===== config.mk =====
export PLATFORM = sky130hd
export DESIGN_NAME = delay_meter_flat
export DESIGN_NICKNAME = d
export VERILOG_FILES = /design/src/rtl/delay_meter_if.sv /design/src/rtl/delay_meter.sv /design/src/flat_wrapper.sv
export SDC_FILE = /design/constraint.sdc
export NUM_CORES = 1
export LEC_CHECK = 0
export CORE_MARGIN = 10
export CORE_UTILIZATION = 40
export DETAILED_ROUTE_END_ITERATION = 10
export HOLD_SLACK_MARGIN = 0.12
export SKIP_CTS_REPAIR_TIMING = 1
export SLEW_MARGIN = 10
export SYNTH_ARGS = -nofsm -noshare
export SYNTH_HDL_FRONTEND = slang
export SYNTH_SLANG_ARGS = --single-unit

===== constraint.sdc =====
create_clock -name clk -period 1.9 [get_ports clk]
set_input_delay 0.38 -clock clk [delete_from_list [all_inputs] [get_ports clk]]
set_output_delay 0.38 -clock clk [all_outputs]
set_load 0.01 [all_outputs]

===== src/rtl/delay_meter_if.sv =====
// delay_meter bus: start/stimulus/response and result signals.
// master = controller and structure under test, slave = delay_meter.
interface delay_meter_if #(
  parameter int CNT_W = 8
);
  logic             start;
  logic             dut_in;
  logic             stim_out;
  logic [CNT_W-1:0] rise_dly;
  logic [CNT_W-1:0] fall_dly;
  logic             busy;
  logic             done;
  logic             timeout_err;
  logic             level_err;

  modport master (
    output start,
    output dut_in,
    input  stim_out,
    input  rise_dly,
    input  fall_dly,
    input  busy,
    input  done,
    input  timeout_err,
    input  level_err
  );

  modport slave (
    input  start,
    input  dut_in,
    output stim_out,
    output rise_dly,
    output fall_dly,
    output busy,
    output done,
    output timeout_err,
    output level_err
  );
endinterface


===== src/rtl/delay_meter.sv =====
// delay_meter: times rise/fall response delays of a gate structure.
// Optional macro DELAY_METER_SYNC_EN adds a 2-flop input synchronizer.
module delay_meter #(
  parameter int CNT_W    = 8,
  parameter int TIMEOUT  = 200,
  parameter int SETTLE   = 4,
  parameter bit INIT_LVL = 1'b1,
  parameter bit INVERT   = 1'b1
) (
  input logic        clk,
  input logic        rst,
  delay_meter_if.slave bus
);

  localparam logic L_RESP0 = INIT_LVL ^ INVERT;
  localparam logic [CNT_W-1:0] L_TO_LAST = CNT_W'(TIMEOUT - 1);
  localparam logic [CNT_W-1:0] L_ST_LAST = CNT_W'(SETTLE - 1);

  typedef enum logic [2:0] {
    S_IDLE,
    S_SETTLE,
    S_MEAS1,
    S_GAP,
    S_MEAS2
  } state_t;

  state_t           r_state;
  logic [CNT_W-1:0] r_cnt;
  logic             r_stim;
  logic [CNT_W-1:0] r_rise;
  logic [CNT_W-1:0] r_fall;
  logic             r_busy;
  logic             r_done;
  logic             r_to;
  logic             r_lvl;
  logic             w_rsp;

`ifdef DELAY_METER_SYNC_EN
  logic [1:0] r_sync;

  // two-flop synchronizer, idles at the expected response level
  always_ff @(posedge clk) begin
    if (rst) r_sync <= {2{L_RESP0}};
    else     r_sync <= {r_sync[0], bus.dut_in};
  end

  assign w_rsp = r_sync[1];
`else
  assign w_rsp = bus.dut_in;
`endif

  // measurement sequencer with registered outputs
  always_ff @(posedge clk) begin
    if (rst) begin
      r_state <= S_IDLE;
      r_cnt   <= '0;
      r_stim  <= INIT_LVL;
      r_rise  <= '0;
      r_fall  <= '0;
      r_busy  <= 1'b0;
      r_done  <= 1'b0;
      r_to    <= 1'b0;
      r_lvl   <= 1'b0;
    end else begin
      unique case (r_state)
        S_IDLE: begin
          if (bus.start) begin
            r_state <= S_SETTLE;
            r_cnt   <= '0;
            r_rise  <= '0;
            r_fall  <= '0;
            r_busy  <= 1'b1;
            r_done  <= 1'b0;
            r_to    <= 1'b0;
            r_lvl   <= 1'b0;
          end
        end
        S_SETTLE: begin
          if (r_cnt == L_ST_LAST) begin
            r_cnt <= '0;
            if (w_rsp != L_RESP0) begin
              r_lvl   <= 1'b1;
              r_busy  <= 1'b0;
              r_done  <= 1'b1;
              r_state <= S_IDLE;
            end else begin
              r_stim  <= ~INIT_LVL;
              r_state <= S_MEAS1;
            end
          end else begin
            r_cnt <= r_cnt + 1'b1;
          end
        end
        S_MEAS1: begin
          if (w_rsp == ~L_RESP0) begin
            if (L_RESP0) r_fall <= r_cnt;
            else         r_rise <= r_cnt;
            r_cnt   <= '0;
            r_state <= S_GAP;
          end else if (r_cnt == L_TO_LAST) begin
            if (L_RESP0) r_fall <= '1;
            else         r_rise <= '1;
            r_to    <= 1'b1;
            r_stim  <= INIT_LVL;
            r_busy  <= 1'b0;
            r_done  <= 1'b1;
            r_cnt   <= '0;
            r_state <= S_IDLE;
          end else begin
            r_cnt <= r_cnt + 1'b1;
          end
        end
        S_GAP: begin
          if (r_cnt == L_ST_LAST) begin
            r_stim  <= INIT_LVL;
            r_cnt   <= '0;
            r_state <= S_MEAS2;
          end else begin
            r_cnt <= r_cnt + 1'b1;
          end
        end
        S_MEAS2: begin
          if (w_rsp == L_RESP0) begin
            if (L_RESP0) r_rise <= r_cnt;
            else         r_fall <= r_cnt;
            r_busy  <= 1'b0;
            r_done  <= 1'b1;
            r_cnt   <= '0;
            r_state <= S_IDLE;
          end else if (r_cnt == L_TO_LAST) begin
            if (L_RESP0) r_rise <= '1;
            else         r_fall <= '1;
            r_to    <= 1'b1;
            r_stim  <= INIT_LVL;
            r_busy  <= 1'b0;
            r_done  <= 1'b1;
            r_cnt   <= '0;
            r_state <= S_IDLE;
          end else begin
            r_cnt <= r_cnt + 1'b1;
          end
        end
        default: begin
          r_state <= S_IDLE;
          r_cnt   <= '0;
          r_stim  <= INIT_LVL;
          r_busy  <= 1'b0;
        end
      endcase
    end
  end

  assign bus.stim_out    = r_stim;
  assign bus.rise_dly    = r_rise;
  assign bus.fall_dly    = r_fall;
  assign bus.busy        = r_busy;
  assign bus.done        = r_done;
  assign bus.timeout_err = r_to;
  assign bus.level_err   = r_lvl;

endmodule


===== src/flat_wrapper.sv =====
// flat-port wrapper written by rule: the top's interface ports become plain ports
module delay_meter_flat 
#(
  parameter int CNT_W    = 8,
  parameter int TIMEOUT  = 200,
  parameter int SETTLE   = 4,
  parameter bit INIT_LVL = 1'b1,
  parameter bit INVERT   = 1'b1
)
  (clk, rst, bus_start, bus_dut_in, bus_stim_out, bus_rise_dly, bus_fall_dly, bus_busy, bus_done, bus_timeout_err, bus_level_err);
  delay_meter_if #(.CNT_W(CNT_W)) bus_i ();
  input logic clk;
  input logic rst;
  input wire logic [$bits(bus_i.start)-1:0] bus_start;
  input wire logic [$bits(bus_i.dut_in)-1:0] bus_dut_in;
  output wire logic [$bits(bus_i.stim_out)-1:0] bus_stim_out;
  output wire logic [$bits(bus_i.rise_dly)-1:0] bus_rise_dly;
  output wire logic [$bits(bus_i.fall_dly)-1:0] bus_fall_dly;
  output wire logic [$bits(bus_i.busy)-1:0] bus_busy;
  output wire logic [$bits(bus_i.done)-1:0] bus_done;
  output wire logic [$bits(bus_i.timeout_err)-1:0] bus_timeout_err;
  output wire logic [$bits(bus_i.level_err)-1:0] bus_level_err;
  assign bus_i.start = bus_start;
  assign bus_i.dut_in = bus_dut_in;
  assign bus_stim_out = bus_i.stim_out;
  assign bus_rise_dly = bus_i.rise_dly;
  assign bus_fall_dly = bus_i.fall_dly;
  assign bus_busy = bus_i.busy;
  assign bus_done = bus_i.done;
  assign bus_timeout_err = bus_i.timeout_err;
  assign bus_level_err = bus_i.level_err;
  delay_meter #(.CNT_W(CNT_W), .TIMEOUT(TIMEOUT), .SETTLE(SETTLE), .INIT_LVL(INIT_LVL), .INVERT(INVERT)) u_core (.clk(clk), .rst(rst), .bus(bus_i));
endmodule

## Yosys cells after proc, flatten, opt, wreduce, memory -nomap -nowiden

Cells that the tools add are included.

- Muxes and demuxes: 45
- Add/sub/neg operators: 1
- Equality and inequality tests: 15
- Reduce and logical (&&, ||, !) cells: 15
- Bitwise logic cells: 2

Operators by type and width:

| kind | number |
|---|---|
| 8-bit 2-to-1 mux | 8 |
| 8-bit case mux with 2 select lines | 2 |
| 8-bit case mux with 4 select lines | 1 |
| 1-bit 2-to-1 mux | 21 |
| 3-bit 2-to-1 mux | 6 |
| 3-bit case mux with 5 select lines | 1 |
| 2-bit inequality test (second input constant) | 5 |
| 1-bit case mux with 5 select lines | 2 |
| 5-bit AND reduction | 2 |
| 3-bit AND reduction | 3 |
| 8-bit by 1-bit adder with 8-bit output (second input constant) | 1 |
| 8-bit by 2-bit == test with 1-bit output (second input constant) | 1 |
| 8-bit == test (second input constant) | 1 |
| 4-bit AND reduction | 2 |
| 3-bit by 2-bit == test with 1-bit output (second input constant) | 2 |
| 3-bit by 2-bit inequality test with 1-bit output (second input constant) | 2 |
| 6-bit AND reduction | 1 |
| 2-bit nonzero test | 3 |
| 2-bit by 1-bit inequality test with 1-bit output (second input constant) | 2 |
| 1-bit case mux with 4 select lines | 1 |
| 4-bit nonzero test | 1 |
| 3-bit by 1-bit == test with 1-bit output (second input constant) | 1 |
| 3-bit == test (second input constant) | 1 |
| 3-bit zero test | 1 |
| other kinds (6) | 7 |

- Input bits: 4
- Bits in registers: 32
- Word-level logic and storage cells: 87

## Longest topological paths before layout

Gate-level depths: netlist of the first run.

- Depth after elaboration: 4
- Depth in mapped cells: 6
- Gate-level depth less buffers: 5

## Worst setup path before layout of the first run

No wires, ideal clock.

- Kind: reg-to-reg
- Start point: register u_core.r_cnt[0]
- End point: register u_core.r_cnt[3]
- Path slack: 0.068 ns
- Stages on the path, launching flop included: 7
- Data required time: 1.761 ns
- Period minus slack after synthesis: 1.832 ns
- Setup time: 0.139 ns
- Data arrival time: 1.693 ns
- Cells stage by stage: dfxtp_1 ha_1 and4_2 clkbuf_1 a211oi_2 nor4_2 nor4_1

- Cells in the longest elaborated chain, start to end: 4
- Elaborated cells between the ends (all ways): 8
- Those cells by class: add/sub (1); eq/ne (2); mux (5)

RTL lines:

| element | line | RTL |
|---|---|---|
| start: declaration | delay_meter.sv:28 | `logic [CNT_W-1:0] r_cnt;` |
| start signal: assignment | delay_meter.sv:91 | `r_cnt <= r_cnt + 1'b1;` |
| start signal: assignment | delay_meter.sv:110 | `r_cnt <= r_cnt + 1'b1;` |
| start signal: assignment | delay_meter.sv:119 | `r_cnt <= r_cnt + 1'b1;` |
| 8-bit by 1-bit adder with 8-bit output / 8-bit == test (equally long branches) | n/a |  |
| 8-bit 2-to-1 mux | delay_meter.sv:100, delay_meter.sv:130 |  |
| 8-bit 2-to-1 mux, on equally long branches | delay_meter.sv:123, delay_meter.sv:95 |  |
| 8-bit case mux with 4 select lines * | delay_meter.sv:65 | `unique case (r_state)` |

Every way passes the cells marked *; elsewhere a longest branch is shown, timed or not.
A chain may end at the register's enable or synchronous reset.

## Worst setup path after layout of the first run

- Start point: register u_core.r_cnt[0]
- End point: register u_core.r_cnt[4]

The elaborated chain is that of the path after synthesis.

==> results.ini, run 1 <==
[status]
run_status=finished clean

[place]
post_dp_cell_area_mm2=0.00230
routabilityCongestion=0.818
io_buffer_count=24
place_hpwl_um=3740

[sta]
timing_hold_violations_final=0
setup_tns_ns=0
finalCritPeriodShare_pct=90.0
timing.final.max_slew_violations=0
final_setup_violation_count=0
worst_hold_slack_ns=0.465
fmax_ghz=0.585
min_period_ns=1.71
finClkSkew_ns=0.00459
max-slew-margin-rel_pct=65.3
timing_worst_slew_pin_value_ns=0.517
rsz_0062_raised_after_global_routing=no

[clocking]
clock_slew_at_the_register_clock_pins_of_the_worst_setup_and_hold_paths_ns=0.07
clk_sink_count=32
cts_buffers=5
cts_tree=done
root_buffer=clkbuf_8
clock_tree.htree_level_count=2
clock_insertion_delay_worst_skew_ns=0.28
cts_buffer_depth=2

[critical_path]
worst_path_max_delay_cell=and4_2
critPathArrivalTime_ns=1.90
crit_family=simple AND/OR/NAND/NOR gates
crit_path_cell_trace=ha_1 -> and4_2 -> a211oi_2 -> nor4_2 -> buf_4 -> nor4_1
path_class=reg -> reg
worst_r2r_endpoint=u_core.r_cnt[4]
timing.critical_path.fanout_max=6
r2r_slack_ns=0.19
critPathRequiredTime_ns=2.09
startpoint_type=flip-flop
worst-r2r-cell-count=6
worst_setup_ep_type=flip-flop
slowest_delay_ns=0.32
rr_startpoint=u_core.r_cnt[0]
path_buf_inv=1

[logic_synthesis]
synthFlopType=dfxtp_1
synth_area_mm2=0.00179
synth_edf_count=0
area_share_of_and_or_nand_nor_cells_after_synthesis_pct=20.9
dominant_combinational_cell_family_by_area_after_synthesis=compound AO/OA/AOI/OAI gates
yosys.cell_types.count=49
most_frequently_used_cell_type_in_the_post_synthesis_netlist=dfxtp_1
synth_compound_gate_area_share_pct=35.8
synth-adder-area-share_pct=0.698
ys_top_cells_by_count=dfxtp_1 (32), a21oi_1 (27), o21ai_0 (21), o2111ai_1 (17), nor2_1 (12)
postSynth.asyncResetShare_pct=0
post_synthesis_net_count=220
synth_sequential_area_ratio_pct=35.8
synth_area_leaders=dfxtp_1 (36%), o2111ai_1 (8.3%), a21oi_1 (7.5%), o21ai_0 (5.9%), nor4_1 (3.1%)
synth.yosys.warnings=0
netlist.area_leader.share_pct=35.8
dominant_cell_type_by_area_after_synthesis=dfxtp_1
post_synth_mux_area_share_pct=0.559
yosys.area_share.xor_xnor_pct=0
number_of_instances_in_the_synthesized_netlist=215
ys_ff_latch=32
postSynthAreaPerCell_um2=8.33

[die]
initial_utilization_pct=41.1
boundaryPins=25
dieWidth_um=86.9
die-height_um=86.9
row_count=24
core_area_mm2=0.00435
fp.dieArea_mm2=0.00756

[min_path]
min-delay-path-class=reg -> reg
holdPathStages=1
timing.hold.worst.start=u_core.bus.level_err
worst_hold_path.endpoint=u_core.bus.level_err

[route]
routed_wire_length_per_instance_um=16.4
antenna_violating_nets_post_route=0
drtIter0Drc=195
num_vias=1886
drt_drc_violations_left=0
detailedRoute.firstPassIterationCount=4
drt-vias-per-instance=5.93
finalWirelength_um=5220

[layout]
nNetsFinal=270
drive_above_1_share_pct=21.8
antenna-diode-count=0
nFillCells=390
synthToLayoutAreaGrowth_pct=35.8
design_area_mm2=0.00243
ff_latch_area_um2=641
multi_input_comb_area_mm2=0.00107

[grt]
grt_util_all_layers_pct=14.1
globalRoute.totalOverflow=0
grt_max_degree=31
grt_antenna_before_repair=0
number_of_global_route_vias_before_repair=1707
grt_pass1_wl_um=8760

[power]
maximum_vdd_ir_drop_mv=0.449
total_leakage_power_nw=0.873
cellPowerDensity_mw_per_mm2=590

[flow_run]
maxCapViolCount=0

cells in the final DEF, fill, tap and decap left out, types with 2 or more instances in the layout:
master and instances:
a211oi_2 2, nand2_1 6, clkbuf_8 6, nor4_1 8
o2111ai_1 17, o211ai_1 2, dfxtp_1 32, buf_4 38
nor4_2 2, a31oi_1 2, clkdlybuf4s50_1 23, o21bai_1 2
nand3_1 5, inv_1 3, a221oi_1 3, nand2b_1 6
a211oi_1 4, o21a_1 3, nand4_1 2, nor2_1 12
o31ai_1 2, a21oi_1 27, o21ai_0 21, nor3_1 5
and3_1 4
cell type report:
class	instances	area share (%)
clock inverter	1	0.309
sequential	32	26.3
tap	52	2.67
multi-input combinational	159	44.0
inverter	4	0.617
clock buffer	7	3.55
timing repair buffer	63	22.5
how the worst max path moves through the flow:
| stage | startpoint | endpoint | slack (ns) | cells after the start |
|---|---|---|---|---|
| global route | u_core.r_state[1] | u_core.bus.fall_dly[0] | 0.02 | 6 |
| floorplan | u_core.r_cnt[0] | u_core.r_cnt[3] | 0.07 | 6 |
| finish | u_core.r_cnt[0] | u_core.r_cnt[4] | 0.19 | 6 |
| CTS | u_core.r_state[1] | u_core.bus.fall_dly[3] | 0.02 | 5 |
| global placement | bus_start | u_core.bus.fall_dly[3] | -0.22 | 5 |
| detailed placement | bus_dut_in | u_core.r_cnt[6] | -0.22 | 6 |
kinds of logic (layout without fill, tap and decap cells):
group	count (synthesis)	in the layout
compound gates	95	95
fa+ha+maj	1	1
buf+inv	24	75
flops	32	32
mux	1	1
simple gates	62	62
metrics by stage:
step | util (%) | total power [mW] | setup slack, ns | instances
final | 55.9 | 1.44 | 0.191 | 318
after global routing | 55.9 | 1.50 | 0.0247 | 318
after CTS | 54.9 | 1.45 | 0.0163 | 317
after detailed placement | 52.8 | 0.895 | -0.222 | 309
after global placement | 52.8 | 0.894 | -0.220 | 309
after floorplan | - | 0.805 | 0.0683 | 215
sequential cells by signal, indices dropped and copies added (netlist names):
signal                  cells
u_core.bus.busy             1
u_core.bus.done             1
u_core.bus.fall_dly         8
u_core.bus.level_err        1
u_core.bus.rise_dly         8
u_core.bus.stim_out         1
u_core.bus.timeout_err      1
u_core.r_cnt                8
u_core.r_state              3
where the power goes:
group	switching (mW)	internal [mW]	leakage, nW	total [mW]
clock	0.256	0.294	0.0445	0.550
sequential	0.00811	0.681	0.259	0.689
combinational	0.114	0.0834	0.570	0.197
metal layers:
metal | global-route usage, % | share of wire [%]
met5 | 0 | 0
met4 | 2.65 | 0.59
met3 | 4.59 | 6.3
met2 | 20.1 | 44
met1 | 20.0 | 49
worst reg2reg max path, stage by stage (launching register included):
cell,delay [ns]
dfxtp_1,0.31
ha_1,0.25
and4_2,0.32
a211oi_2,0.27
nor4_2,0.08
buf_4,0.16
nor4_1,0.23
(Power assumes the default switching activity.)
==> run 2, diff against run 1 <==
--- a/config.mk
+++ b/config.mk
@@ -9,6 +9,7 @@
 export CORE_UTILIZATION = 40
 export DETAILED_ROUTE_END_ITERATION = 10
 export HOLD_SLACK_MARGIN = 0.12
+export PLACE_DENSITY_LB_ADDON = 0.08
 export SKIP_CTS_REPAIR_TIMING = 1
 export SLEW_MARGIN = 10
 export SYNTH_ARGS = -nofsm -noshare
==> run 2 against run 1 <==
Sequential share of layout area is essentially flat. Combinational power is 4% lower. Sequential cell count unchanged. Non-clock buffer count shrank 2. Fmax down 7.8%. Clock power is 30% higher.
==> results.ini, run 2 (synthesis results as in run 1) <==
[status]
run_status=finished clean

[power]
total_leakage_power_nw=0.871
internal-power_mw=1.22
cellPowerDensity_mw_per_mm2=655
part_of_the_total_power_dissipated_in_sequential_elements_pct=43.3
switching_share_pct=23.6
share_comb_of_total_power_pct=11.9
netSwitchingPower_mw=0.378
power_frac_clock_pct=44.8
maximum_vdd_ir_drop_mv=0.445

[grt]
global_route.usage.met1_pct=19.4
grt_pass1_wl_um=8940
number_of_global_route_vias_before_repair=1796
grt_max_degree=26
grt_util_met3_pct=4.31
grt_util_all_layers_pct=14.5
grt_antenna_before_repair=0
gr-max-usage-layer=met2
globalRoute.totalOverflow=0
grt.met2_usage_pct=21.7

[critical_path]
rr_startpoint=u_core.r_cnt[0]
worst_setup_path_startpoint=bus_dut_in
path_class=in -> reg
startpoint_type=input port
timing.critical_path.fanout_max=5
critPathRequiredTime_ns=2.09
critPathArrivalTime_ns=2.04
worst_setup_ep_type=flip-flop
slowest_delay_ns=0.49
crit_path_cell_trace=clkdlybuf4s50_1 -> or3b_4 -> a221oi_4 -> buf_4 -> nor4_4 -> nor4_1
worst_path_max_delay_cell=clkdlybuf4s50_1

[layout]
nFillCells=400
instances_no_fill=316
multi_input_comb_area_mm2=0.00107
drive_above_1_share_pct=22.0
nNetsFinal=268
ff_latch_area_um2=644
antenna-diode-count=0
synthToLayoutAreaGrowth_pct=36.4
final_cell_mix=buf_4 (37), dfxtp_1 (29), a21oi_1 (27)
mostFrequentLayoutCell=buf_4

[die]
boundaryPins=25
die-height_um=86.9
initial_utilization_pct=41.1
row_count=24
fp.dieArea_mm2=0.00756
dieWidth_um=86.9
core_area_mm2=0.00435

[sta]
fmax_ghz=0.540
finalCritPeriodShare_pct=97.5
timing_hold_violations_final=0
finClkSkew_ns=0.0104
timing_worst_slew_pin_value_ns=0.614
rsz_0062_raised_after_global_routing=yes
timing.final.max_slew_violations=0
setup_tns_ns=0
max-slew-margin-rel_pct=58.7
final_setup_violation_count=0
min_period_ns=1.85

[min_path]
timing.hold.worst.start=u_core.bus.done
min-delay-path-class=reg -> reg

[route]
detailedRoute.firstPassIterationCount=4
drtIter0Drc=188
routed_wire_length_per_instance_um=17.5
drt_drc_violations_left=0
antenna_violating_nets_post_route=0
drt-vias-per-instance=6.02
num_vias=1901
finalWirelength_um=5540

[clocking]
root_buffer=clkbuf_8
cts_buffers=5
clock_insertion_delay_worst_skew_ns=0.29
cts_buffer_depth=2
clock_slew_at_the_register_clock_pins_of_the_worst_setup_and_hold_paths_ns=0.07
clock_tree.htree_level_count=2
cts_tree=done
clk_sink_count=32

[place]
routabilityCongestion=0.849
io_buffer_count=24
place_hpwl_um=3960
placed_cells=307

[flow_run]
maxCapViolCount=0

[run 2: cell types whose count changed in the layout (fill, tap and decap cells not counted), sizes merged]
cell,change
buf,-2
bufinv,+1
clkdlybuf4s50,+1
clkinvlp,-1
dlymetal6s2s,-1
[run 2: worst max-delay path, delay by kind of cell]
family          cells  cell delay, ns
compound gates      1            0.27
buf+inv             2            0.65
simple gates        3            0.74
[run 2: metrics by stage]
step / area (um2) / power (mW) / util [%] / setup WS (ns) / hold WS (ns)
final: 2440 / 1.60 / 56.1 / 0.0471 / 0.470
after global routing: 2440 / 1.67 / 56.1 / -0.0451 / 0.486
after CTS: 2400 / 1.61 / 55.1 / 0.0527 / 0.475
after detailed placement: 2270 / 0.888 / 52.2 / -0.186 / 0.459
after global placement: 2270 / 0.883 / 52.2 / -0.135 / 0.446
after floorplan: 1790 / 0.805 / - / 0.0683 / 0.477
[run 2: final cells by class]
| type | count | share of cell area (%) |
|---|---|---|
| timing repair buffer | 61 | 21.2 |
| sequential | 32 | 26.4 |
| multi-input combinational | 159 | 44.0 |
| tap | 52 | 2.66 |
| clock buffer | 7 | 3.94 |
| clock inverter | 1 | 1.23 |
| inverter | 4 | 0.614 |
[run 2: worst paths after layout]
check                                 to  slack [ns]  cells after the start
hold / removal           u_core.bus.done        0.47                      1
hold reg to reg          u_core.bus.done        0.47                      1
setup / recovery         u_core.r_cnt[4]        0.05                      6
setup reg to reg  u_core.bus.fall_dly[7]        0.16                      7
[run 2: per-layer routing]
metal	wire, um	up-vias
met1	2540	904
met2	2540	51
li1	-	942
met4	29	0
met5	0	-
met3	425	4
[run 2: power groups by stage]
stage	sequential, mW	combinational, mW	clock [mW]
final	0.693	0.190	0.717
after global routing	0.694	0.206	0.769
after CTS	0.692	0.181	0.734
after detailed placement	0.707	0.181	0
after global placement	0.706	0.177	0
after floorplan	0.708	0.0962	0
==> run 3, diff against run 2 <==
--- a/config.mk
+++ b/config.mk
@@ -10,6 +10,7 @@
 export DETAILED_ROUTE_END_ITERATION = 10
 export HOLD_SLACK_MARGIN = 0.12
 export PLACE_DENSITY_LB_ADDON = 0.08
+export RECOVER_POWER = 50
 export SKIP_CTS_REPAIR_TIMING = 1
 export SLEW_MARGIN = 10
 export SYNTH_ARGS = -nofsm -noshare
==> run 3 against run 2 <==
First-iteration DRC count unchanged. Via count about the same. Sequential share of layout area unchanged. Die area unchanged. Clock power about the same. Largest power group unchanged.
==> results.ini, run 3 (synthesis results as in run 1) <==
[status]
run_status=finished clean

[die]
core_area_mm2=0.00435
row_count=24
initial_utilization_pct=41.1
die-height_um=86.9
fp.dieArea_mm2=0.00756
dieWidth_um=86.9
boundaryPins=25

[route]
routed_wire_length_per_instance_um=17.5
antenna_violating_nets_post_route=0
drt-vias-per-instance=6.02
detailedRoute.firstPassIterationCount=4
drt_drc_violations_left=0
num_vias=1902
finalWirelength_um=5530
drtIter0Drc=188

[place]
routabilityCongestion=0.849
post_dp_cell_area_mm2=0.00227
io_buffer_count=24
place_hpwl_um=3960
placed_cells=307

[clocking]
cts_tree=done
cts_buffers=5
clock_tree.htree_level_count=2
clock_slew_at_the_register_clock_pins_of_the_worst_setup_and_hold_paths_ns=0.07
clk_sink_count=32
cts_buffer_depth=2
clock_insertion_delay_worst_skew_ns=0.29
root_buffer=clkbuf_8

[sta]
final_setup_violation_count=0
rsz_0062_raised_after_global_routing=yes
min_period_ns=1.85
finalCritPeriodShare_pct=97.5
timing_worst_slew_pin_value_ns=0.627
max-slew-margin-rel_pct=57.8
finClkSkew_ns=0.0102
timing_hold_violations_final=0
fmax_ghz=0.540
timing.final.max_slew_violations=0

[grt]
grt_pass1_wl_um=8940
number_of_global_route_vias_before_repair=1796
grt_util_all_layers_pct=14.5
globalRoute.totalOverflow=0
grt_antenna_before_repair=0
grt_max_degree=26

[layout]
design_area_mm2=0.00244
drive_above_1_share_pct=22.0
synthToLayoutAreaGrowth_pct=36.4
layout.core_utilization_pct=56.1
nFillCells=400
final_cell_mix=buf_4 (37), dfxtp_1 (29), a21oi_1 (27)
mostFrequentLayoutCell=buf_4
nNetsFinal=268
instances_no_fill=316
antenna-diode-count=0

[min_path]
min-delay-path-class=reg -> reg

[critical_path]
timing.critical_path.fanout_max=5
worst_setup_ep_type=flip-flop
startpoint_type=input port
slowest_delay_ns=0.49
crit_path_cell_trace=clkdlybuf4s50_1 -> or3b_4 -> a221oi_4 -> buf_4 -> nor4_4 -> nor4_1
critPathArrivalTime_ns=2.04
path_class=in -> reg
critPathRequiredTime_ns=2.09
worst_path_max_delay_cell=clkdlybuf4s50_1

[flow_run]
maxCapViolCount=0

[power]
cellPowerDensity_mw_per_mm2=655
maximum_vdd_ir_drop_mv=0.445
finalPower_mw=1.60
total_leakage_power_nw=0.906

==> run 3: cell count changes in the layout (fill, tap and decap cells not counted) <==
cell / delta
clkdlybuf4s50_1: -10
dlygate4sd3_1: +10
==> run 3: where the power goes <==
part           leakage (nW)  internal [mW]  switching, mW
Sequential            0.260          0.681         0.0119
Combinational         0.581         0.0775          0.112
Clock                0.0645          0.463          0.254
Total                 0.906           1.22          0.378
==> run 3: cell type report <==
| cell class | instances | area [um2] | share of cell area [%] |
|---|---|---|---|
| multi-input combinational | 159 | 1070 | 44.0 |
| sequential | 32 | 644 | 26.4 |
| timing repair buffer | 61 | 518 | 21.2 |
| clock inverter | 1 | 30.0 | 1.23 |
| clock buffer | 7 | 96.3 | 3.94 |
| inverter | 4 | 15.0 | 0.614 |
| tap | 52 | 65.1 | 2.66 |
==> run 3: metal layers <==
| layer | GRT usage [%] | share of wire (%) | up-vias |
|---|---|---|---|
| met4 | 4.27 | 0.56 | 0 |
| met5 | 0 | 0 | - |
| met2 | 21.7 | 46 | 50 |
| met3 | 4.31 | 7.2 | 4 |
| li1 | - | - | 944 |
| met1 | 19.4 | 47 | 904 |
==> run 3: metrics by stage <==
| step | setup WS (ns) | hold WS (ns) | setup TNS, ns |
|---|---|---|---|
| 2_1_floorplan | 0.0683 | 0.477 | 0 |
| 3_3_place_gp | -0.135 | 0.446 | -1.82 |
| 3_5_place_dp | -0.186 | 0.459 | -3.11 |
| 4_1_cts | 0.0527 | 0.475 | 0 |
| 5_1_grt | -0.0451 | 0.482 | -0.101 |
| 6_report | 0.0470 | 0.468 | 0 |
==> run 3: critical path, delay by kind of cell <==
family / cells / cell delay, ns
simple gates: 3 / 0.74
compound gates: 1 / 0.27
buf+inv: 2 / 0.65
==> run 3: worst paths after layout <==
| kind | startpoint | endpoint | slack [ns] | depth (start not counted) |
|---|---|---|---|---|
| worst max-delay path | bus_dut_in | u_core.r_cnt[4] | 0.05 | 6 |
| worst min register to register | u_core.bus.level_err | u_core.bus.level_err | 0.47 | 1 |
| worst max register to register | u_core.r_cnt[0] | u_core.bus.fall_dly[7] | 0.16 | 7 |
| worst min-delay path | u_core.bus.level_err | u_core.bus.level_err | 0.47 | 1 |
